### src/rtl/pool_binarize_if.sv
// Raster-stream bundle between the conv controller and the pooling/binarize stage.
interface pool_binarize_if #(
    parameter int unsigned N  = 6,
    parameter int unsigned DW = 16
);
    logic                   start;
    logic [N-1:0]           in_valid;
    logic [N-1:0][DW-1:0]   din;
    logic [N-1:0][DW-1:0]   pool;
    logic [N-1:0]           bin_out;
    logic                   out_valid;
    logic                   frame_done;
    logic                   err_mismatch;

    // Upstream side: drives the conv stream, observes pooled results.
    modport master (
        output start, in_valid, din,
        input  pool, bin_out, out_valid, frame_done, err_mismatch
    );

    // Pooling stage side.
    modport slave (
        input  start, in_valid, din,
        output pool, bin_out, out_valid, frame_done, err_mismatch
    );
endinterface

### src/rtl/pool_binarize.sv
// 2x2 stride-2 max pooling across N lockstep channels with BNN sign output.
// Horizontal pairs reduce into hreg; even rows park pair maxima in a
// half-width line buffer, odd rows combine with it and emit one result.
module pool_binarize #(
    parameter int unsigned N  = 6,
    parameter int unsigned W  = 24,
    parameter int unsigned H  = 24,
    parameter int unsigned DW = 16
) (
    input logic           clk,
    input logic           rst,
    pool_binarize_if.slave bus
);
    localparam int unsigned CW = (W > 2) ? $clog2(W) : 1;
    localparam int unsigned RW = (H > 2) ? $clog2(H) : 1;
    localparam int unsigned LD = W / 2;
    localparam int unsigned LW = (LD > 1) ? $clog2(LD) : 1;

    logic [CW-1:0] col_q, col_d, col_cur;
    logic [RW-1:0] row_q, row_d, row_cur;
    logic          accept, mismatch;
    logic          odd_col, odd_row, win_close, last_pos;
    logic [LW-1:0] lb_idx;

    logic signed [DW-1:0] hreg_q [N];
    logic signed [DW-1:0] hreg_d [N];
    logic signed [DW-1:0] hmax   [N];
    logic signed [DW-1:0] vmax   [N];
    logic signed [DW-1:0] lb_q   [N][LD];

    logic [N-1:0][DW-1:0] pool_q, pool_d;
    logic [N-1:0]         bin_q, bin_d;
    logic                 valid_q, valid_d;
    logic                 fd_q, fd_d;
    logic                 err_q, err_d;

    // Beat classification, position decode and per-channel max datapath.
    always_comb begin
        accept   = (bus.in_valid == {N{1'b1}});
        mismatch = (|bus.in_valid) && !accept;
        // start restarts the raster so a coincident beat lands at (0,0)
        col_cur  = bus.start ? '0 : col_q;
        row_cur  = bus.start ? '0 : row_q;
        odd_col  = col_cur[0];
        odd_row  = row_cur[0];
        lb_idx   = LW'(col_cur >> 1);
        last_pos = (row_cur == RW'(H - 1)) && (col_cur == CW'(W - 1));
        win_close = accept && odd_col && odd_row;
        for (int c = 0; c < int'(N); c++) begin
            hmax[c] = ($signed(bus.din[c]) > hreg_q[c]) ? $signed(bus.din[c]) : hreg_q[c];
            vmax[c] = (hmax[c] > lb_q[c][lb_idx]) ? hmax[c] : lb_q[c][lb_idx];
        end
    end

    // Next-state for counters, horizontal registers, outputs and error flag.
    always_comb begin
        col_d   = col_cur;
        row_d   = row_cur;
        pool_d  = pool_q;
        bin_d   = bin_q;
        valid_d = win_close;
        fd_d    = win_close && last_pos;
        err_d   = (bus.start ? 1'b0 : err_q) | mismatch;
        for (int c = 0; c < int'(N); c++) begin
            hreg_d[c] = bus.start ? '0 : hreg_q[c];
            if (accept && !odd_col) begin
                hreg_d[c] = $signed(bus.din[c]);
            end
            if (win_close) begin
                pool_d[c] = vmax[c];
                bin_d[c]  = ~vmax[c][DW-1];
            end
        end
        if (accept) begin
            if (col_cur == CW'(W - 1)) begin
                col_d = '0;
                row_d = (row_cur == RW'(H - 1)) ? '0 : row_cur + 1'b1;
            end else begin
                col_d = col_cur + 1'b1;
            end
        end
    end

    // State and output registers.
    always_ff @(posedge clk or posedge rst) begin
        if (rst) begin
            col_q   <= '0;
            row_q   <= '0;
            pool_q  <= '0;
            bin_q   <= '0;
            valid_q <= 1'b0;
            fd_q    <= 1'b0;
            err_q   <= 1'b0;
            for (int c = 0; c < int'(N); c++) begin
                hreg_q[c] <= '0;
            end
        end else begin
            col_q   <= col_d;
            row_q   <= row_d;
            pool_q  <= pool_d;
            bin_q   <= bin_d;
            valid_q <= valid_d;
            fd_q    <= fd_d;
            err_q   <= err_d;
            for (int c = 0; c < int'(N); c++) begin
                hreg_q[c] <= hreg_d[c];
            end
        end
    end

    // Line buffer: written on even rows, always rewritten before it is read.
    always_ff @(posedge clk) begin
        if (accept && odd_col && !odd_row) begin
            for (int c = 0; c < int'(N); c++) begin
                lb_q[c][lb_idx] <= hmax[c];
            end
        end
    end

    assign bus.pool         = pool_q;
    assign bus.bin_out      = bin_q;
    assign bus.out_valid    = valid_q;
    assign bus.frame_done   = fd_q;
    assign bus.err_mismatch = err_q;
endmodule

### src/flat_wrapper.sv
// flat-port wrapper written by rule: the top's interface ports become plain ports
module pool_binarize_flat 
#(
    parameter int unsigned N  = 6,
    parameter int unsigned W  = 24,
    parameter int unsigned H  = 24,
    parameter int unsigned DW = 16
)
  (clk, rst, bus_start, bus_in_valid, bus_din, bus_pool, bus_bin_out, bus_out_valid, bus_frame_done, bus_err_mismatch);
  pool_binarize_if #(.N(N), .DW(DW)) bus_i ();
  input logic clk;
  input logic rst;
  input wire logic [$bits(bus_i.start)-1:0] bus_start;
  input wire logic [$bits(bus_i.in_valid)-1:0] bus_in_valid;
  input wire logic [$bits(bus_i.din)-1:0] bus_din;
  output wire logic [$bits(bus_i.pool)-1:0] bus_pool;
  output wire logic [$bits(bus_i.bin_out)-1:0] bus_bin_out;
  output wire logic [$bits(bus_i.out_valid)-1:0] bus_out_valid;
  output wire logic [$bits(bus_i.frame_done)-1:0] bus_frame_done;
  output wire logic [$bits(bus_i.err_mismatch)-1:0] bus_err_mismatch;
  assign bus_i.start = bus_start;
  assign bus_i.in_valid = bus_in_valid;
  assign bus_i.din = bus_din;
  assign bus_pool = bus_i.pool;
  assign bus_bin_out = bus_i.bin_out;
  assign bus_out_valid = bus_i.out_valid;
  assign bus_frame_done = bus_i.frame_done;
  assign bus_err_mismatch = bus_i.err_mismatch;
  pool_binarize #(.N(N), .W(W), .H(H), .DW(DW)) u_core (.clk(clk), .rst(rst), .bus(bus_i));
endmodule
### config.mk
export PLATFORM = sky130hd
export DESIGN_NAME = pool_binarize_flat
export DESIGN_NICKNAME = d
export VERILOG_FILES = /design/src/rtl/pool_binarize_if.sv /design/src/rtl/pool_binarize.sv /design/src/flat_wrapper.sv
export SDC_FILE = /design/constraint.sdc
export NUM_CORES = 2
export LEC_CHECK = 0
export ABC_AREA = 1
export CAP_MARGIN = 25
export CORE_MARGIN = 2
export CORE_UTILIZATION = 61
export DETAILED_ROUTE_END_ITERATION = 6
export PLACE_DENSITY = 0.92
export RECOVER_POWER = 25
export SLEW_MARGIN = 20
export SYNTH_ARGS = -nofsm -noshare
export SYNTH_HDL_FRONTEND = slang
export SYNTH_SLANG_ARGS = --single-unit
### constraint.sdc
create_clock -name clk -period 9.4 [get_ports clk]
set_clock_uncertainty 0.05 [all_clocks]
set_input_delay 1.88 -clock clk [delete_from_list [all_inputs] [get_ports clk]]
set_output_delay 1.88 -clock clk [all_outputs]
set_load 0.1 [all_outputs]
==> impl_metrics.json <==
{
  "netlist.area_leader.share_pct": 59.7,
  "dp_hpwl_um": 89200,
  "clk_latency_ns": 0.78,
  "cts_buffer_depth": 3,
  "drc_errors": 56,
  "violations": "design-rule violations, max-capacitance violations, max-slew violations",
  "postRouteWirelength_um": 171000,
  "worst_setup_path_end_kind": "flop",
  "setup_viol": 0,
  "rows": 113,
  "vias": 44156,
  "ys_ff_latch": 1363,
  "grt_max_degree": 161,
  "die_h_um": 312,
  "antenna_found_initial": 6,
  "p_switching_w": 0.00283,
  "p_clk_share_pct": 42.9,
  "areaGrowthSynthToFinish_pct": 13.5,
  "p_int_w": 0.00991,
  "p_leak_nw": 25.9,
  "hold_buffers": 0,
  "drive_above_1_share_pct": 5.62,
  "rsz0062_at_grt": "no",
  "fin_cells": 6360,
  "seq_area_frac_synth_pct": 68.8,
  "ir_worst_vdd_mv": 0.204,
  "pin_count": 210,
  "min_path_cells": 2,
  "cellPowerDensity_nw_per_um2": 194,
  "avgSynthCellArea_um2": 12.0,
  "io_buffers": 209,
  "syn-num-nets": 5113,
  "status": "finished, violations left",
  "grt_pass1_vias": 44543,
  "yosysMostFrequentCell": "nand2_1",
  "drtIter0Drc": 8844,
  "ff_latch_area_um2": 39900,
  "async_flop_share_pct": 15.5,
  "cts_resized": 0,
  "die-area_um2": 97500,
  "post_cts_buffers": 0,
  "cp.arrival_ns": 9.28,
  "tritoncts": "yes",
  "drtPass1Iterations": 7,
  "postPlaceCellArea_um2": 61500,
  "die_x_um": 312,
  "cts-htree-levels": 4,
  "synth.top_cells.by_count": "nand2_1, edfxtp_1, a22oi_1, nand3_1, a21oi_1",
  "relSlewSlack_pct": -181,
  "gr-total-overflow": 0,
  "comb_power_share_pct": 5.0,
  "crit_type": "input port to flop",
  "hold_class": "flop to flop",
  "routabilityCongestion": 0.889,
  "grt_pass1_wl_um": 256000,
  "cp_max_fo": 46,
  "synth_ff_type": "edfxtp_1",
  "initial_core_util_pct": 61.3,
  "dp.cells": 6113,
  "netlist_top_cells_area": "edfxtp_1, dfrtp_1, nand2_1",
  "yosys_warnings": 0,
  "worst_setup_path_start_kind": "input port",
  "synth.distinct_cells": 36,
  "drv_slew": 313,
  "root_buffer": "clkbuf_16",
  "path_clk_slew_ns": 0.07,
  "cts_sinks": 1363,
  "fin_nets": 5282,
  "finalHoldViolCount": 0,
  "syn_inst": 4814,
  "vias_per_cell": 6.94,
  "syn_area_um2": 58000,
  "nFillCells": 5503,
  "synth_edf_count": 1152,
  "fmax_mhz": 115,
  "tightest_slew_ns": 4.19,
  "multi_input_area_um2": 16200,
  "maxCapViolCount": 8,
  "core_um2": 94600,
  "period_share_pct": 92.4,
  "yosysTopAreaCell": "edfxtp_1",
  "p_sw_share_pct": 22.2,
  "r2r_cells": 23,
  "cp.required_ns": 10.00,
  "postLayoutCellArea_um2": 65800,
  "track_usage_pct": 34.5,
  "ant_nets": 0,
  "p_seq_share_pct": 52.1,
  "wire_per_inst_um": 27.0,
  "cts-buffers-inserted": 131,
  "fin_crit_ns": 8.68
}
-- placed cells by master (no fill, tap or decap), drive strengths merged, types with 2 or more instances in the layout --
cell / instances
nand2: 1275
edfxtp: 1152
a22oi: 539
nand3: 282
a21oi: 249
inv: 239
dfrtp: 211
ha: 194
nor2: 183
clkbuf: 177
dlygate4sd3: 110
o21ai: 108
clkdlybuf4s50: 99
nand4: 90
buf: 61
clkinv: 39
nor3: 21
bufinv: 15
a21o: 10
clkinvlp: 8
diode: 6
or2: 6
a31oi: 5
o21bai: 3
a22o: 2
and2: 2
a21boi: 2
-- logic make-up (layout without fill, tap and decap cells) --
logic type	count (synthesis)	after routing	share of synthesized area, %
compound gates	920	920	10.4
xor+xnor	2	2	0.0302
fa+ha+maj	194	194	4.19
buf+inv	473	748	3.41
flops	1363	1363	68.8
mux	1	1	0.0194
other cells	0	6	0
simple gates	1861	1861	13.2
-- registers in the layout (all words and copies together), names as in the netlist --
register and flops:
u_core.row_q 5, u_core.bus.pool 96, u_core.bus.frame_done 1, u_core.lb_q 1152, u_core.bus.err_mismatch 1, u_core.bus.out_valid 1, u_core.col_q 5, u_core.bus.bin_out 6
u_core.hreg_q 96
-- power by group through the flow --
| stage | Combinational, W | Clock (W) | Sequential, W |
|---|---|---|---|
| 2_1_floorplan | 0.000366 | 0 | 0.00676 |
| 3_3_place_gp | 0.000546 | 0 | 0.00676 |
| 3_5_place_dp | 0.000585 | 0 | 0.00677 |
| 4_1_cts | 0.000607 | 0.00543 | 0.00664 |
| 5_1_grt | 0.000681 | 0.00565 | 0.00664 |
| 6_report | 0.000637 | 0.00547 | 0.00664 |
-- routing by layer --
metal | vias up | share of wire, % | track usage (%)
li1 | 17840 | - | -
met1 | 20668 | 32 | 42.0
met2 | 4559 | 47 | 55.2
met3 | 1083 | 14 | 9.55
met4 | 6 | 6.6 | 20.9
met5 | - | 0.023 | 0
-- critical path, stage by stage --
cell           delay [ns]
dlygate4sd3_1        0.65
inv_1                0.91
nand2_1              1.17
nand2_1              0.82
clkbuf_1             0.92
nand2_1              1.47
clkbuf_2             0.95
o21ai_0              0.47
-- cell type report --
cell class                 count  area share [%]
antenna                        6          0.0228
clock buffer                 171            5.43
clock inverter                68            1.22
inverter                     233            1.37
multi-input combinational   2978            24.7
sequential                  1363            60.6
tap                         1265            2.41
timing repair buffer         276            4.29
-- through the flow --
stage / TNS (ns) / utilization [%] / hold slack, ns / power [W] / setup WS (ns)
final: 0 / 69.6 / 0.424 / 0.0127 / 0.716
after CTS: 0 / 69.6 / 0.432 / 0.0127 / 1.74
after floorplan: -203.84 / - / 0.389 / 0.00713 / -0.708
after global routing: 0 / 69.5 / 0.446 / 0.0130 / 0.538
after global placement: 0 / 64.8 / 0.415 / 0.00731 / 1.62
after detailed placement: 0 / 65.0 / 0.416 / 0.00735 / 1.35
-- final timing paths --
kind	start	endpoint	slack (ns)
max	bus_start	u_core.hreg_q[60]	0.72
min	u_core.bus.pool[57]	u_core.bus.pool[57]	0.42
max reg2reg	u_core.hreg_q[59]	u_core.bus.pool[47]	2.32
min reg2reg	u_core.bus.pool[57]	u_core.bus.pool[57]	0.42
max in group asynchronous	rst	u_core.hreg_q[86]	1.45
min in group asynchronous	rst	u_core.bus.pool[37]	2.75
(Power assumes the default switching activity.)
